<file path="src/rtl/axi_lite_xbar.sv">
// 1-master / 3-slave AXI-lite decoding crossbar (s0 SRAM, s1 UART, s2 CLINT) with DECERR responder.
// One transaction in flight; requests are latched, responses pass straight through.
module axi_lite_xbar #(
  parameter logic [31:0] S0_BASE = 32'h8000_0000,
  parameter logic [31:0] S0_SIZE = 32'h0800_0000,
  parameter logic [31:0] S1_BASE = 32'ha000_03f8,
  parameter logic [31:0] S1_SIZE = 32'h0000_0008,
  parameter logic [31:0] S2_BASE = 32'ha000_0048,
  parameter logic [31:0] S2_SIZE = 32'h0000_0008
) (
  input  logic        clk,
  input  logic        rst_n,
  input  logic [31:0] m_araddr,
  input  logic        m_arvalid,
  output logic        m_arready,
  output logic [31:0] m_rdata,
  output logic [1:0]  m_rresp,
  output logic        m_rvalid,
  input  logic        m_rready,
  input  logic [31:0] m_awaddr,
  input  logic        m_awvalid,
  output logic        m_awready,
  input  logic [31:0] m_wdata,
  input  logic [3:0]  m_wstrb,
  input  logic        m_wvalid,
  output logic        m_wready,
  output logic [1:0]  m_bresp,
  output logic        m_bvalid,
  input  logic        m_bready,
  output logic [31:0] s0_araddr,
  output logic        s0_arvalid,
  input  logic        s0_arready,
  input  logic [31:0] s0_rdata,
  input  logic [1:0]  s0_rresp,
  input  logic        s0_rvalid,
  output logic        s0_rready,
  output logic [31:0] s0_awaddr,
  output logic        s0_awvalid,
  input  logic        s0_awready,
  output logic [31:0] s0_wdata,
  output logic [3:0]  s0_wstrb,
  output logic        s0_wvalid,
  input  logic        s0_wready,
  input  logic [1:0]  s0_bresp,
  input  logic        s0_bvalid,
  output logic        s0_bready,
  output logic [31:0] s1_araddr,
  output logic        s1_arvalid,
  input  logic        s1_arready,
  input  logic [31:0] s1_rdata,
  input  logic [1:0]  s1_rresp,
  input  logic        s1_rvalid,
  output logic        s1_rready,
  output logic [31:0] s1_awaddr,
  output logic        s1_awvalid,
  input  logic        s1_awready,
  output logic [31:0] s1_wdata,
  output logic [3:0]  s1_wstrb,
  output logic        s1_wvalid,
  input  logic        s1_wready,
  input  logic [1:0]  s1_bresp,
  input  logic        s1_bvalid,
  output logic        s1_bready,
  output logic [31:0] s2_araddr,
  output logic        s2_arvalid,
  input  logic        s2_arready,
  input  logic [31:0] s2_rdata,
  input  logic [1:0]  s2_rresp,
  input  logic        s2_rvalid,
  output logic        s2_rready,
  output logic [31:0] s2_awaddr,
  output logic        s2_awvalid,
  input  logic        s2_awready,
  output logic [31:0] s2_wdata,
  output logic [3:0]  s2_wstrb,
  output logic        s2_wvalid,
  input  logic        s2_wready,
  input  logic [1:0]  s2_bresp,
  input  logic        s2_bvalid,
  output logic        s2_bready
);

  typedef enum logic [2:0] {IDLE, RD_AR, RD_R, WR_REQ, WR_B, ERR_R, ERR_B} state_t;
  localparam logic [1:0] SEL_ERR = 2'd3;
  localparam logic [1:0] DECERR  = 2'b11;

  state_t      state, next_state;
  logic [31:0] lat_addr, lat_data;
  logic [3:0]  lat_strb;
  logic [1:0]  sel;
  logic        aw_done, w_done;

  // 33-bit compare so a window ending at 4 GiB cannot wrap
  function automatic logic hit(input logic [31:0] addr, input logic [31:0] base,
                               input logic [31:0] size);
    logic [32:0] lo, hi;
    lo = {1'b0, base};
    hi = lo + {1'b0, size};
    return ({1'b0, addr} >= lo) && ({1'b0, addr} < hi);
  endfunction

  function automatic logic [1:0] decode(input logic [31:0] addr);
    if (hit(addr, S0_BASE, S0_SIZE))      return 2'd0;
    else if (hit(addr, S1_BASE, S1_SIZE)) return 2'd1;
    else if (hit(addr, S2_BASE, S2_SIZE)) return 2'd2;
    else                                  return SEL_ERR;
  endfunction

  logic        sel_arready, sel_rvalid, sel_awready, sel_wready, sel_bvalid;
  logic [31:0] sel_rdata;
  logic [1:0]  sel_rresp, sel_bresp;

  always_comb begin
    sel_arready = 1'b0;
    sel_rvalid  = 1'b0;
    sel_rdata   = '0;
    sel_rresp   = '0;
    sel_awready = 1'b0;
    sel_wready  = 1'b0;
    sel_bvalid  = 1'b0;
    sel_bresp   = '0;
    case (sel)
      2'd0: begin
        sel_arready = s0_arready; sel_rvalid = s0_rvalid; sel_rdata = s0_rdata;
        sel_rresp = s0_rresp; sel_awready = s0_awready; sel_wready = s0_wready;
        sel_bvalid = s0_bvalid; sel_bresp = s0_bresp;
      end
      2'd1: begin
        sel_arready = s1_arready; sel_rvalid = s1_rvalid; sel_rdata = s1_rdata;
        sel_rresp = s1_rresp; sel_awready = s1_awready; sel_wready = s1_wready;
        sel_bvalid = s1_bvalid; sel_bresp = s1_bresp;
      end
      2'd2: begin
        sel_arready = s2_arready; sel_rvalid = s2_rvalid; sel_rdata = s2_rdata;
        sel_rresp = s2_rresp; sel_awready = s2_awready; sel_wready = s2_wready;
        sel_bvalid = s2_bvalid; sel_bresp = s2_bresp;
      end
      default: ;
    endcase
  end

  logic rd_accept, wr_accept, aw_hs, w_hs, wr_both;
  assign rd_accept = (state == IDLE) && m_arvalid;
  assign wr_accept = (state == IDLE) && m_awvalid && m_wvalid && !m_arvalid;
  assign aw_hs     = (state == WR_REQ) && !aw_done && sel_awready;
  assign w_hs      = (state == WR_REQ) && !w_done && sel_wready;
  assign wr_both   = (aw_done || aw_hs) && (w_done || w_hs);

  always_ff @(posedge clk) begin
    if (!rst_n) state <= IDLE;
    else        state <= next_state;
  end

  always_comb begin
    next_state = state;
    case (state)
      IDLE: begin
        if (m_arvalid)
          next_state = (decode(m_araddr) == SEL_ERR) ? ERR_R : RD_AR;
        else if (wr_accept)
          next_state = (decode(m_awaddr) == SEL_ERR) ? ERR_B : WR_REQ;
      end
      RD_AR:   if (sel_arready) next_state = RD_R;
      RD_R:    if (sel_rvalid && m_rready) next_state = IDLE;
      WR_REQ:  if (wr_both) next_state = WR_B;
      WR_B:    if (sel_bvalid && m_bready) next_state = IDLE;
      ERR_R:   if (m_rready) next_state = IDLE;
      ERR_B:   if (m_bready) next_state = IDLE;
      default: next_state = IDLE;
    endcase
  end

  always_ff @(posedge clk) begin
    if (!rst_n) begin
      lat_addr <= '0;
      lat_data <= '0;
      lat_strb <= '0;
      sel      <= '0;
      aw_done  <= 1'b0;
      w_done   <= 1'b0;
    end else begin
      if (rd_accept) begin
        lat_addr <= m_araddr;
        sel      <= decode(m_araddr);
      end else if (wr_accept) begin
        lat_addr <= m_awaddr;
        lat_data <= m_wdata;
        lat_strb <= m_wstrb;
        sel      <= decode(m_awaddr);
      end
      if (state == WR_REQ) begin
        if (wr_both) begin
          aw_done <= 1'b0;
          w_done  <= 1'b0;
        end else begin
          if (aw_hs) aw_done <= 1'b1;
          if (w_hs)  w_done  <= 1'b1;
        end
      end
    end
  end

  logic [2:0]  s_arvalid, s_rready, s_awvalid, s_wvalid, s_bready;
  logic [31:0] s_araddr [3];
  logic [31:0] s_awaddr [3];
  logic [31:0] s_wdata  [3];
  logic [3:0]  s_wstrb  [3];

  // Everything handshake-related is held low while reset is asserted
  always_comb begin
    m_arready = 1'b0;
    m_awready = 1'b0;
    m_wready  = 1'b0;
    m_rvalid  = 1'b0;
    m_rdata   = '0;
    m_rresp   = '0;
    m_bvalid  = 1'b0;
    m_bresp   = '0;
    s_arvalid = '0;
    s_rready  = '0;
    s_awvalid = '0;
    s_wvalid  = '0;
    s_bready  = '0;
    for (int i = 0; i < 3; i++) begin
      s_araddr[i] = '0;
      s_awaddr[i] = '0;
      s_wdata[i]  = '0;
      s_wstrb[i]  = '0;
    end
    if (rst_n) begin
      case (state)
        IDLE: begin
          m_arready = 1'b1;
          m_awready = wr_accept;
          m_wready  = wr_accept;
        end
        RD_R: begin
          m_rvalid = sel_rvalid;
          m_rdata  = sel_rdata;
          m_rresp  = sel_rresp;
        end
        WR_B: begin
          m_bvalid = sel_bvalid;
          m_bresp  = sel_bresp;
        end
        ERR_R: begin
          m_rvalid = 1'b1;
          m_rresp  = DECERR;
        end
        ERR_B: begin
          m_bvalid = 1'b1;
          m_bresp  = DECERR;
        end
        default: ;
      endcase
      for (int i = 0; i < 3; i++) begin
        if (sel == i[1:0]) begin
          case (state)
            RD_AR: begin
              s_arvalid[i] = 1'b1;
              s_araddr[i]  = lat_addr;
            end
            RD_R: s_rready[i] = m_rready;
            WR_REQ: begin
              s_awvalid[i] = !aw_done;
              s_wvalid[i]  = !w_done;
              s_awaddr[i]  = lat_addr;
              s_wdata[i]   = lat_data;
              s_wstrb[i]   = lat_strb;
            end
            WR_B: s_bready[i] = m_bready;
            default: ;
          endcase
        end
      end
    end
  end

  assign s0_arvalid = s_arvalid[0];
  assign s0_araddr  = s_araddr[0];
  assign s0_rready  = s_rready[0];
  assign s0_awvalid = s_awvalid[0];
  assign s0_awaddr  = s_awaddr[0];
  assign s0_wvalid  = s_wvalid[0];
  assign s0_wdata   = s_wdata[0];
  assign s0_wstrb   = s_wstrb[0];
  assign s0_bready  = s_bready[0];
  assign s1_arvalid = s_arvalid[1];
  assign s1_araddr  = s_araddr[1];
  assign s1_rready  = s_rready[1];
  assign s1_awvalid = s_awvalid[1];
  assign s1_awaddr  = s_awaddr[1];
  assign s1_wvalid  = s_wvalid[1];
  assign s1_wdata   = s_wdata[1];
  assign s1_wstrb   = s_wstrb[1];
  assign s1_bready  = s_bready[1];
  assign s2_arvalid = s_arvalid[2];
  assign s2_araddr  = s_araddr[2];
  assign s2_rready  = s_rready[2];
  assign s2_awvalid = s_awvalid[2];
  assign s2_awaddr  = s_awaddr[2];
  assign s2_wvalid  = s_wvalid[2];
  assign s2_wdata   = s_wdata[2];
  assign s2_wstrb   = s_wstrb[2];
  assign s2_bready  = s_bready[2];

endmodule

</file>
<file path="config.mk">
export PLATFORM = sky130hd
export DESIGN_NAME = axi_lite_xbar
export DESIGN_NICKNAME = d
export VERILOG_FILES = /design/src/rtl/axi_lite_xbar.sv
export SDC_FILE = /design/constraint.sdc
export NUM_CORES = 1
export LEC_CHECK = 0
export BUFFER_PORTS_ARGS = -buffer_cell sky130_fd_sc_hd__buf_4
export CAP_MARGIN = 5
export CORE_AREA = 2 2 229 231
export DETAILED_ROUTE_END_ITERATION = 10
export DIE_AREA = 0 0 231 233
export PLACE_DENSITY = 0.41
export SYNTH_ARGS = -nofsm -noshare
export SYNTH_HDL_FRONTEND = slang
export SYNTH_SLANG_ARGS = --single-unit
</file>
<file path="constraint.sdc">
create_clock -name clk -period 1.7 [get_ports clk]
set_clock_uncertainty 0.2 [all_clocks]
set_input_delay 0.085 -clock clk [delete_from_list [all_inputs] [get_ports clk]]
set_output_delay 0.085 -clock clk [all_outputs]
set_load 0.01 [all_outputs]
</file>
==> out/qor.yml <==
overflow: 0
ys_ff_latch: 75
timing.final.crit_period_ps: 2330
clk_pin_slew_ps: 70
syn_avg_cell_area_um2: 6.94
cp_slowest_cell: "or3_4"
initial_core_util: 0.124
cp_num_cells: 7
grt_pass1_wl_um: 62900
clock_path_buffers: 2
synth_edf_count: 0
timing.final.crit_share: 1.37
grt_pass1_vias: 9405
wl_per_cell_um: 20.7
status: "finished with violations"
wl_um: 49800
yosysTopAreaCell: "and2_1"
grtUsageTotal: 0.159
ys_seq_area_frac: 0.238
synth_nets: 1140
crit_arrival_ps: 2040
syn_area_um2: 6310
cp-end-kind: "output pin"
violations: "setup timing"
h-tree-depth: 3
die_w_um: 231
crit_top_cell: "buf_12"
drive_gt1_frac: 0.556
globalplace.congestion: 0.842
fin_nets: 1949
final_common_cell: "buf_4"
ir_drop_mv: 0.489
finalWorstSetupSlack_ps: -627
worstMarginPinSlew_ps: 541
drv_cap: 0
antenna_found_initial: 2
hold_path_class: "in2reg"
synth_cells: 910
rows: 83
synth_top_flop_cell: "dfxtp_1"
cts_tree: "yes"
place_ws_ps: -492
ff2ff_path_depth: 9
area_growth_pct: 152
grt_max_degree: 50
p_per_area_nw_per_um2: 732
dp_hpwl_um: 34200
io_buffer_count: 585
relSlewSlack: 0.639
yosys_warnings: 0
max_stage_delay_ps: 390
synth.distinct_cells: 48
ys_top_cells_by_area: "and2_1 30%, dfxtp_1 24%, nor2_1 7.0%"
vias: 9893
core_um2: 51100
p_total_mw: 11.6
clk_latency_ps: 380
numClockSinks: 75
critical-path-top-delay-family: "simple AND/OR/NAND/NOR gates"
critical_path_class: "reg2out"
numCtsBuffers: 9
final_cell_mix: "586 x buf_4, 198 x and2_1, 131 x buf_6"
path_cells: "buf_6 -> or3_4 -> nor2_4 -> buf_12 -> buf_12 -> and2_1 -> buf_4"
first_pass_iters: 5
clock-root-buffer: "clkbuf_16"
vias_per_cell: 4.12
synthArstFlopShare: 0
report.final.slew_viol_count: 0
first_iter_violations: 497
worst-path-buf-inv: 4
crit_required_ps: 1410
startpoint_type: "register"
hold_viol_final: 0
design.die.area_um2: 53800
netlist.area_leader.share: 0.299
drc: 0
io_pins: 586
crit_fanout: 24
rsz0062_at_grt: "true"
p_leak_nw: 7.35
timing.fmax_mhz: 430
antenna_cells: 0
setup_viol: 429
die_y_um: 233
min_path_cells: 5
ant_nets: 0
[cell families (layout without fill, tap and decap cells)]
group / Yosys count / in the layout / share of synthesized area
simple gates: 565 / 565 / 0.486
compound gates: 137 / 137 / 0.145
buf+inv: 90 / 904 / 0.0626
flops: 75 / 75 / 0.238
mux: 43 / 43 / 0.0686
[state kept, by name (all words and copies together), names as in the netlist]
signal,cells
state,3
sel,2
aw_done,1
lat_addr,32
lat_strb,4
w_done,1
lat_data,32
[cell usage after synthesis (all sizes together), types with 2 or more instances]
master and instances:
a211oi 2, a21oi 76, a221oi 2, a222oi 32
and2 302, and4 2, buf 33, clkbuf 48
dfxtp 75, inv 9, mux2 2, mux2i 41
nand2 85, nand2b 2, nand3 5, nand3b 2
nand4 2, nand4b 3, nor2 120, nor2b 3
nor3 12, nor3b 4, nor4 9, nor4b 6
nor4bb 4, o211a 2, o21a 2, o21ai 10
o221ai 2, o311ai 2
[through the flow]
step           hold WS (ps)  cells  utilization  TNS, ps  area [um^2]
2_1_floorplan          21.0    910            -    -5150         6430
3_3_place_gp            132   2202        0.241  -116920        12300
3_5_place_dp            141   2202        0.241  -119420        12300
4_1_cts                2.90   2368        0.285  -217630        14500
5_1_grt                50.8   2404        0.311  -247020        15900
6_report               24.3   2404        0.311  -207800        15900
[final cells by class]
cell class	instances	area, um^2
fillers	5458	35200
repair buffers	879	8160
multi-input cells	745	5060
flip-flops and latches	75	1520
well taps	680	851
clock buffers	9	225
clock inverters	7	53.8
inverters	9	33.8
[worst reg2reg max path: cells and delay by family, from the launching register on]
kind	cells	cell delay (ps)
AND/OR/NAND/NOR	3	910
flip-flops	1	370
AO/OA/AOI/OAI	2	220
buffers and inverters	4	460
[metal layers]
metal	vias to the layer above	global-route usage	part of all wire
met4	0	0.0685	0.033
met2	479	0.288	0.51
met5	-	0	0
met1	4683	0.178	0.40
met3	55	0.0350	0.059
li1	4676	-	-
[power by group]
part / total [mW] / leakage [nW] / internal, mW / switching (mW)
Sequential: 2.69 / 0.615 / 2.10 / 0.597
Combinational: 7.03 / 6.60 / 3.70 / 3.33
Clock: 1.92 / 0.128 / 0.996 / 0.924
Total: 11.6 / 7.35 / 6.79 / 4.85
[timing repair]
action | CTS | global route
pin swaps | 13 | 18
setup buffers | 37 | 20
setup endpoints to repair | 430 | 429
gates cloned | 7 | 19
gates resized for setup | 111 | 236
hold endpoints to repair | 74 | 0
hold buffers | 107 | 0
[final timing paths]
check               start       endpoint  slack, ps
min             s2_wready         w_done         20
max reg2reg      state[1]       state[1]       -520
max                sel[1]  s0_awaddr[21]       -630
min reg2reg  lat_data[31]   lat_data[31]        280
(Power assumes the default switching activity.)
